===== src/rtl/mips_state_dumper.sv =====
// Post-halt state dumper: streams a header, the register file, a memory window and a checksum
// trailer on a valid/ready word stream once the MIPS_32 core raises its halted flag.
module mips_state_dumper #(
    parameter int DATA_W  = 32,
    parameter int REG_CNT = 32,
    parameter int MEM_AW  = 10
) (
    input  logic              clk1,
    input  logic              rst,
    input  logic              halted,
    input  logic [MEM_AW-1:0] mem_base,
    input  logic [MEM_AW:0]   mem_cnt,
    output logic [4:0]        reg_rd_addr,
    input  logic [DATA_W-1:0] reg_rd_data,
    output logic              mem_rd_en,
    output logic [MEM_AW-1:0] mem_rd_addr,
    input  logic [DATA_W-1:0] mem_rd_data,
    output logic              out_valid,
    input  logic              out_ready,
    output logic [DATA_W-1:0] out_data,
    output logic [1:0]        out_tag,
    output logic              out_last,
    output logic              busy,
    output logic              done
);

    typedef enum logic [2:0] {
        IDLE,
        HDR,
        R_FETCH,
        R_PRES,
        M_FETCH,
        M_PRES,
        TRL,
        DONE
    } state_t;

    localparam logic [4:0]        LAST_REG = 5'(REG_CNT - 1);
    localparam logic [7:0]        REG_CNT8 = 8'(REG_CNT);
    localparam logic [MEM_AW:0]   CNT_ZERO = '0;
    localparam logic [MEM_AW:0]   CNT_ONE  = (MEM_AW + 1)'(1);
    localparam logic [MEM_AW-1:0] ADDR_ONE = MEM_AW'(1);

    state_t              state;
    logic                halted_q;
    logic [MEM_AW-1:0]   base_q;
    logic [MEM_AW:0]     cnt_q;
    logic [DATA_W-1:0]   checksum;

    logic xfer;
    logic trigger;

    assign xfer    = out_valid & out_ready;
    assign trigger = halted & ~halted_q;

    // cnt_q counts down the memory words still to be sent, so it also marks the last one.
    // Memory data arrives the cycle after the M_FETCH strobe, so M_PRES first captures it with
    // out_valid low and only then presents it.
    always_ff @(posedge clk1) begin
        if (rst) begin
            state       <= IDLE;
            halted_q    <= 1'b0;
            base_q      <= '0;
            cnt_q       <= '0;
            checksum    <= '0;
            reg_rd_addr <= '0;
            mem_rd_en   <= 1'b0;
            mem_rd_addr <= '0;
            out_valid   <= 1'b0;
            out_data    <= '0;
            out_tag     <= 2'd0;
            out_last    <= 1'b0;
            busy        <= 1'b0;
            done        <= 1'b0;
        end else begin
            halted_q <= halted;
            case (state)
                IDLE: begin
                    if (trigger) begin
                        base_q    <= mem_base;
                        cnt_q     <= mem_cnt;
                        checksum  <= '0;
                        out_data  <= DATA_W'({16'hD0D0, REG_CNT8, mem_cnt[7:0]});
                        out_tag   <= 2'd0;
                        out_last  <= 1'b0;
                        out_valid <= 1'b1;
                        busy      <= 1'b1;
                        done      <= 1'b0;
                        state     <= HDR;
                    end
                end
                HDR: begin
                    if (xfer) begin
                        out_valid   <= 1'b0;
                        reg_rd_addr <= '0;
                        state       <= R_FETCH;
                    end
                end
                R_FETCH: begin
                    out_data  <= reg_rd_data;
                    out_tag   <= 2'd1;
                    out_valid <= 1'b1;
                    checksum  <= checksum + reg_rd_data;
                    state     <= R_PRES;
                end
                R_PRES: begin
                    if (xfer) begin
                        if (reg_rd_addr != LAST_REG) begin
                            out_valid   <= 1'b0;
                            reg_rd_addr <= reg_rd_addr + 5'd1;
                            state       <= R_FETCH;
                        end else if (cnt_q == CNT_ZERO) begin
                            out_data  <= checksum;
                            out_tag   <= 2'd3;
                            out_last  <= 1'b1;
                            out_valid <= 1'b1;
                            state     <= TRL;
                        end else begin
                            out_valid   <= 1'b0;
                            mem_rd_addr <= base_q;
                            mem_rd_en   <= 1'b1;
                            state       <= M_FETCH;
                        end
                    end
                end
                M_FETCH: begin
                    mem_rd_en <= 1'b0;
                    state     <= M_PRES;
                end
                M_PRES: begin
                    if (!out_valid) begin
                        out_data  <= mem_rd_data;
                        out_tag   <= 2'd2;
                        out_valid <= 1'b1;
                        checksum  <= checksum + mem_rd_data;
                    end else if (out_ready) begin
                        cnt_q <= cnt_q - CNT_ONE;
                        if (cnt_q == CNT_ONE) begin
                            out_data <= checksum;
                            out_tag  <= 2'd3;
                            out_last <= 1'b1;
                            state    <= TRL;
                        end else begin
                            out_valid   <= 1'b0;
                            mem_rd_addr <= mem_rd_addr + ADDR_ONE;
                            mem_rd_en   <= 1'b1;
                            state       <= M_FETCH;
                        end
                    end
                end
                TRL: begin
                    if (xfer) begin
                        out_valid <= 1'b0;
                        out_last  <= 1'b0;
                        busy      <= 1'b0;
                        done      <= 1'b1;
                        state     <= DONE;
                    end
                end
                DONE: begin
                    if (!halted) begin
                        done  <= 1'b0;
                        state <= IDLE;
                    end
                end
                default: state <= IDLE;
            endcase
        end
    end

endmodule


===== config.mk =====
export PLATFORM = sky130hd
export DESIGN_NAME = mips_state_dumper
export DESIGN_NICKNAME = d
export VERILOG_FILES = /design/src/rtl/mips_state_dumper.sv
export SDC_FILE = /design/constraint.sdc
export NUM_CORES = 1
export LEC_CHECK = 0
export BUFFER_PORTS_ARGS = -buffer_cell sky130_fd_sc_hd__buf_2
export CORE_MARGIN = 8
export CORE_UTILIZATION = 38
export DETAILED_ROUTE_END_ITERATION = 16
export PLACE_DENSITY = 0.63
export SKIP_CTS_REPAIR_TIMING = 1
export SYNTH_ARGS = -nofsm -noshare
export SYNTH_HDL_FRONTEND = slang
export SYNTH_SLANG_ARGS = --single-unit

===== constraint.sdc =====
create_clock -name clk1 -period 7.25 [get_ports clk1]
set_input_delay 0.3625 -clock clk1 [delete_from_list [all_inputs] [get_ports clk1]]
set_output_delay 0.3625 -clock clk1 [all_outputs]
set_load 0.05 [all_outputs]

-- Yosys cells after proc, flatten, opt, wreduce, memory -nomap -nowiden
Index checks and enable logic that the tools add are counted.
W data, S select, Z words.
- register bits: 111
- output and inout port bits: 54
- input port bits: 89
- word-level logic and storage cells: 146
- muxes and demuxes: 73
- reduce and logical (&&, ||, !) cells: 25
- add/sub/neg operators: 5
- bitwise operators: 3
- equality and inequality tests: 26
- operators by type and width (kind ; number):
    $mux W32 ; 9
    $pmux W32 S4 ; 1
    $pmux W32 S3 ; 1
    $add A32 B32 Y32 ; 2
    $mux W10 ; 6
    $mux W11 ; 3
    $ne A2 B2 Y1 const B ; 14
    $reduce_and A7 Y1 ; 4
    $mux W3 ; 8
    $pmux W3 S8 ; 1
    $mux W1 ; 23
    $pmux W11 S2 ; 1
    $pmux W10 S2 ; 1
    $mux W2 ; 9
    $reduce_and A4 Y1 ; 4
    $mux W5 ; 3
    $eq A3 B3 Y1 const B ; 4
    $eq A11 B1 Y1 const B ; 1
    $logic_not A11 Y1 ; 1
    $sub A11 B1 Y11 const B ; 1
    $add A10 B1 Y10 const B ; 1
    $pmux W5 S2 ; 1
    $reduce_and A9 Y1 ; 1
    $reduce_bool A3 Y1 ; 3
    20 further kinds ; 29

-- Logic depth before layout (Yosys ltp)
- depth after elaboration: 5
- depth in mapped cells: 18
- mapped depth without buffers: 14

-- Worst setup path after synthesis
OpenSTA, ideal clock, no wires.
- path kind: register to register
- start: register state[0]
- end: register checksum[31]
- buffers on the path: 4
- slack: 3373 ps
- stages on the path, launching flop included: 18
- data arrival time: 3803 ps
- setup time: 74 ps
- required time: 7176 ps
- clock period less this slack: 3877 ps
- path through: dfxtp_1 > buf_2 > nor2b_1 > nand2_1 > clkbuf_1 > clkbuf_1 > buf_1 > nand2_1 > nand2_1 > ha_1 > a21o_2 > a221oi_2 > o221ai_2 > a21oi_2 > o31ai_2 > or3b_1 > and4_4 > a31oi_1
- cells in the longest elaborated chain, start to end: 3
- elaborated cells between the ends (all ways): 8
- classes of those cells: eq/ne: 4; mux: 1; reduce/logical: 3
- ends and longest elaborated chain (what ; line ; source):
    start, declared ; 44 ; state_t state;
    start signal, assigned ; 61 ; state <= IDLE;
    start signal, assigned ; 89 ; state <= HDR;
    start signal, assigned ; 96 ; state <= R_FETCH;
    $eq A3 B3 Y1, or another cell as far along ; 77 ; case (state)
    $ne A2 B2 Y1 (no line) / $reduce_bool A3 Y1 (equally long branches) ; -- ;
    $reduce_and A3 Y1 (no line) ; -- ;
    end signal, assigned ; 103 ; checksum <= checksum + reg_rd_data;
    end signal, assigned ; 135 ; checksum <= checksum + mem_rd_data;
    end, declared ; 48 ; logic [DATA_W-1:0] checksum;
Several ways; a longest one is shown, not always the timed one.
A chain may end at the register's enable or synchronous reset.

-- Worst setup path after layout
Same ends and word-level chain as after synthesis.

==> flow_summary.toml <==
[status]
status = "complete, no violations"

[worst_setup_path]
rrSetupSlack_ps = 2580
cp.buffers_inverters = 1
cp_cell_sequence = "nor2b_1 -> nand2_2 -> buf_4 -> nand2_1 -> nand2_1 -> ha_1 -> a21o_2 -> a221oi_2 -> o221ai_2 -> a21oi_2 -> o31ai_2 -> or3b_1 -> and4_4 -> a31oi_1"
crit_fanout = 60
crit_path_end_kind = "flop"
cp.required_ps = 7550
regToRegStartpoint = "state[0]"
r2r_end = "checksum[31]"
start_kind = "flop"
cpPeakStageDelay_ps = 730
path_class = "flop to flop"
cp_top_family = "simple AND/OR/NAND/NOR gates"
reg2reg_depth = 14
crit_path_top_delay_cell = "dfxtp_1"
path_common_cell = "nand2_1"
critPathArrivalTime_ps = 4970
cp.depth = 14

[cts]
clk_pin_slew_worst_paths_ps = 80
clock-root-buffer = "clkbuf_16"
tritoncts = "done"
clock_path_buffers = 2
cts.sinks = 111
cts-htree-levels = 3
cts_buffers = 9
clk_latency_ps = 370

[power]
p_total_mw = 1.61
peakVddDrop_uv = 118
leakage_nw = 3.71
power_density_nw_per_um2 = 189

[sta]
post-route-min-period_ps = 4670
skew_ps = 15.1
timing_hold_violations_final = 0
period_share_pct = 64.5
finalSetupViolations = 0
grt_setup_unrepaired = "no"
finalSetupTns_ps = 0
worst_pin_slew_ps = 1260
slew_violations = 0
fmax_mhz = 214
relSlewSlack_pct = 15.8

[placed_design]
portBuffers = 142
gp_congestion = 0.904
hpwlAfterDp_um = 16400

[synth]
syn_area_um2 = 7340
syn_area_per_cell_um2 = 7.40
synth_nets = 1125
async_reset_ff_share_pct = 0
yosys.area.top_type = "dfxtp_1"
synth_top_area_share_pct = 30.3
synth_edf_count = 0
synth.most_common_cell = "nand2_1"
synthTopCellsByArea = "dfxtp_1 (30%), nand2_1 (10%), ha_1 (7.3%), nor2_1 (5.1%), a21oi_1 (4.9%)"
synth-seq-cells = 111
synth_ff_type = "dfxtp_1"
yosysSeqAreaShare_pct = 30.3
synth_cell_type_count = 70
netlist_top_cells_count = "nand2_1 (205), dfxtp_1 (111), nor2_1 (100)"
synthCells = 992
synth_warnings = 0

[global_routing]
grt_overflow_total = 0
grt_pass1_vias = 7379
grt_max_degree = 89
grt_first_pass_wirelength_um = 37400
antenna_found_initial = 2
grt_usage_pct = 18.9

[finish]
filler_cell_count = 1992
drive_gt1_share_pct = 17.3
areaGrowthSynthToFinish_pct = 15.8
layout.nets = 1218
post-route-util_pct = 44.2

[detailed_routing]
dr.pass1.iters = 7
antenna_left = 0
drc = 0
wire_per_inst_um = 16.7
vias_per_cell = 5.57
first_iter_violations = 744
via_count = 7565
wirelength_um = 22600

[die]
coreArea_um2 = 19200
die-area_um2 = 24000
fp.dieH_um = 155
die_x_um = 155
start_util_pct = 38.2
row_count = 51
io_pins = 143

[hold_path]
hp-class = "primary input to flop"
min_from = "mem_base[8]"
min_to = "base_q[8]"
hold-path-cell-count = 3

[run]
max-cap-violations = 0
==> kinds of logic (layout without fill, tap and decap cells) <==
| kind of cell | after synthesis | after routing | synth area share [%] |
|---|---|---|---|
| other | 0 | 2 | 0 |
| AND/OR/NAND/NOR | 412 | 412 | 24.8 |
| buffers and inverters | 81 | 179 | 4.60 |
| adder cells (fa/ha/maj) | 44 | 44 | 7.60 |
| AO/OA/AOI/OAI | 314 | 314 | 29.0 |
| multiplexers | 4 | 4 | 0.546 |
| XOR/XNOR | 26 | 26 | 3.10 |
| flip-flops | 111 | 111 | 30.3 |
==> registers in the layout, indices dropped and copies added (netlist names) <==
register	flops
reg_rd_addr	5
busy	1
checksum	32
out_tag	2
mem_rd_en	1
mem_rd_addr	10
cnt_q	11
done	1
base_q	10
out_data	32
state	3
halted_q	1
out_last	1
out_valid	1
==> worst max-delay path by stage <==
stage / from / endpoint / slack, ps
5_1_grt: state[0] / checksum[31] / 2230
4_1_cts: state[0] / checksum[31] / 2600
2_1_floorplan: state[0] / checksum[31] / 3370
3_5_place_dp: state[0] / checksum[31] / 2640
3_3_place_gp: state[0] / checksum[31] / 2730
6_report: state[0] / checksum[31] / 2580
==> per-stage QoR <==
stage	instance area [um^2]	setup slack (ps)	hold WS, ps	instances
after floorplan	7340	3370	437	992
after global placement	8170	2730	445	1339
after detailed placement	8170	2640	451	1339
after CTS	8490	2600	213	1355
after global routing	8500	2230	230	1357
final	8500	2580	226	1357
==> routing by layer <==
metal / vias to the layer above / part of all wire (%) / wire (um) / track usage [%]
met3: 36 / 6.6 / 1500 / 4.58
met5: - / 0 / 0 / 0
met2: 255 / 45 / 10200 / 30.3
li1: 3791 / - / - / -
met1: 3483 / 46 / 10400 / 24.1
met4: 0 / 2.3 / 515 / 6.81
==> power breakdown <==
part           total (mW)  internal, mW  switching, mW  leakage, nW
sequential          0.684         0.651         0.0327        0.907
clock               0.539         0.277          0.262        0.148
combinational       0.387         0.121          0.266         2.65
total                1.61          1.05          0.560         3.71
==> worst reg2reg max path: cells and delay by family (launching register included) <==
| family | cells | cell delay (ps) |
|---|---|---|
| and+or+nand+nor | 6 | 1740 |
| AOI/OAI and AO/OA | 6 | 1290 |
| DFF | 1 | 730 |
| buffers and inverters | 1 | 530 |
| adders and majority gates | 1 | 320 |
==> final cells by class <==
| type | count | area, um^2 | share of cell area (%) |
|---|---|---|---|
| clock inverter | 7 | 92.6 | 1.09 |
| multi-input combinational | 800 | 4800 | 56.5 |
| inverter | 13 | 48.8 | 0.574 |
| tap | 265 | 332 | 3.90 |
| timing repair buffer | 150 | 771 | 9.07 |
| antenna | 2 | 5.00 | 0.0589 |
| clock buffer | 9 | 225 | 2.65 |
| sequential | 111 | 2220 | 26.2 |
==> placed cells by master (no fill, tap or decap), types with 4 or more instances in the layout <==
master     count
inv_1         13
or3_1          5
o21bai_1       5
a311oi_1      11
a21o_1        15
dfxtp_1      111
xnor2_1       15
a211oi_1      33
o211ai_1       4
ha_1          43
a32oi_1        4
nor2_1        99
nand3_1       24
a221oi_1      12
a22o_1         8
o31ai_1        4
xor2_1        11
and3_1        11
a21oi_1       72
nor2b_1       12
a22oi_1       27
nand4_1        7
buf_2        142
nand2_1      204
nand2b_1       5
mux2i_1        4
o21a_1         4
a222oi_1      17
o21ai_0       68
nor3_1        14
clkbuf_16      9
buf_4          8
a31oi_1       10
Note: power is estimated with default switching activity, not from simulation.
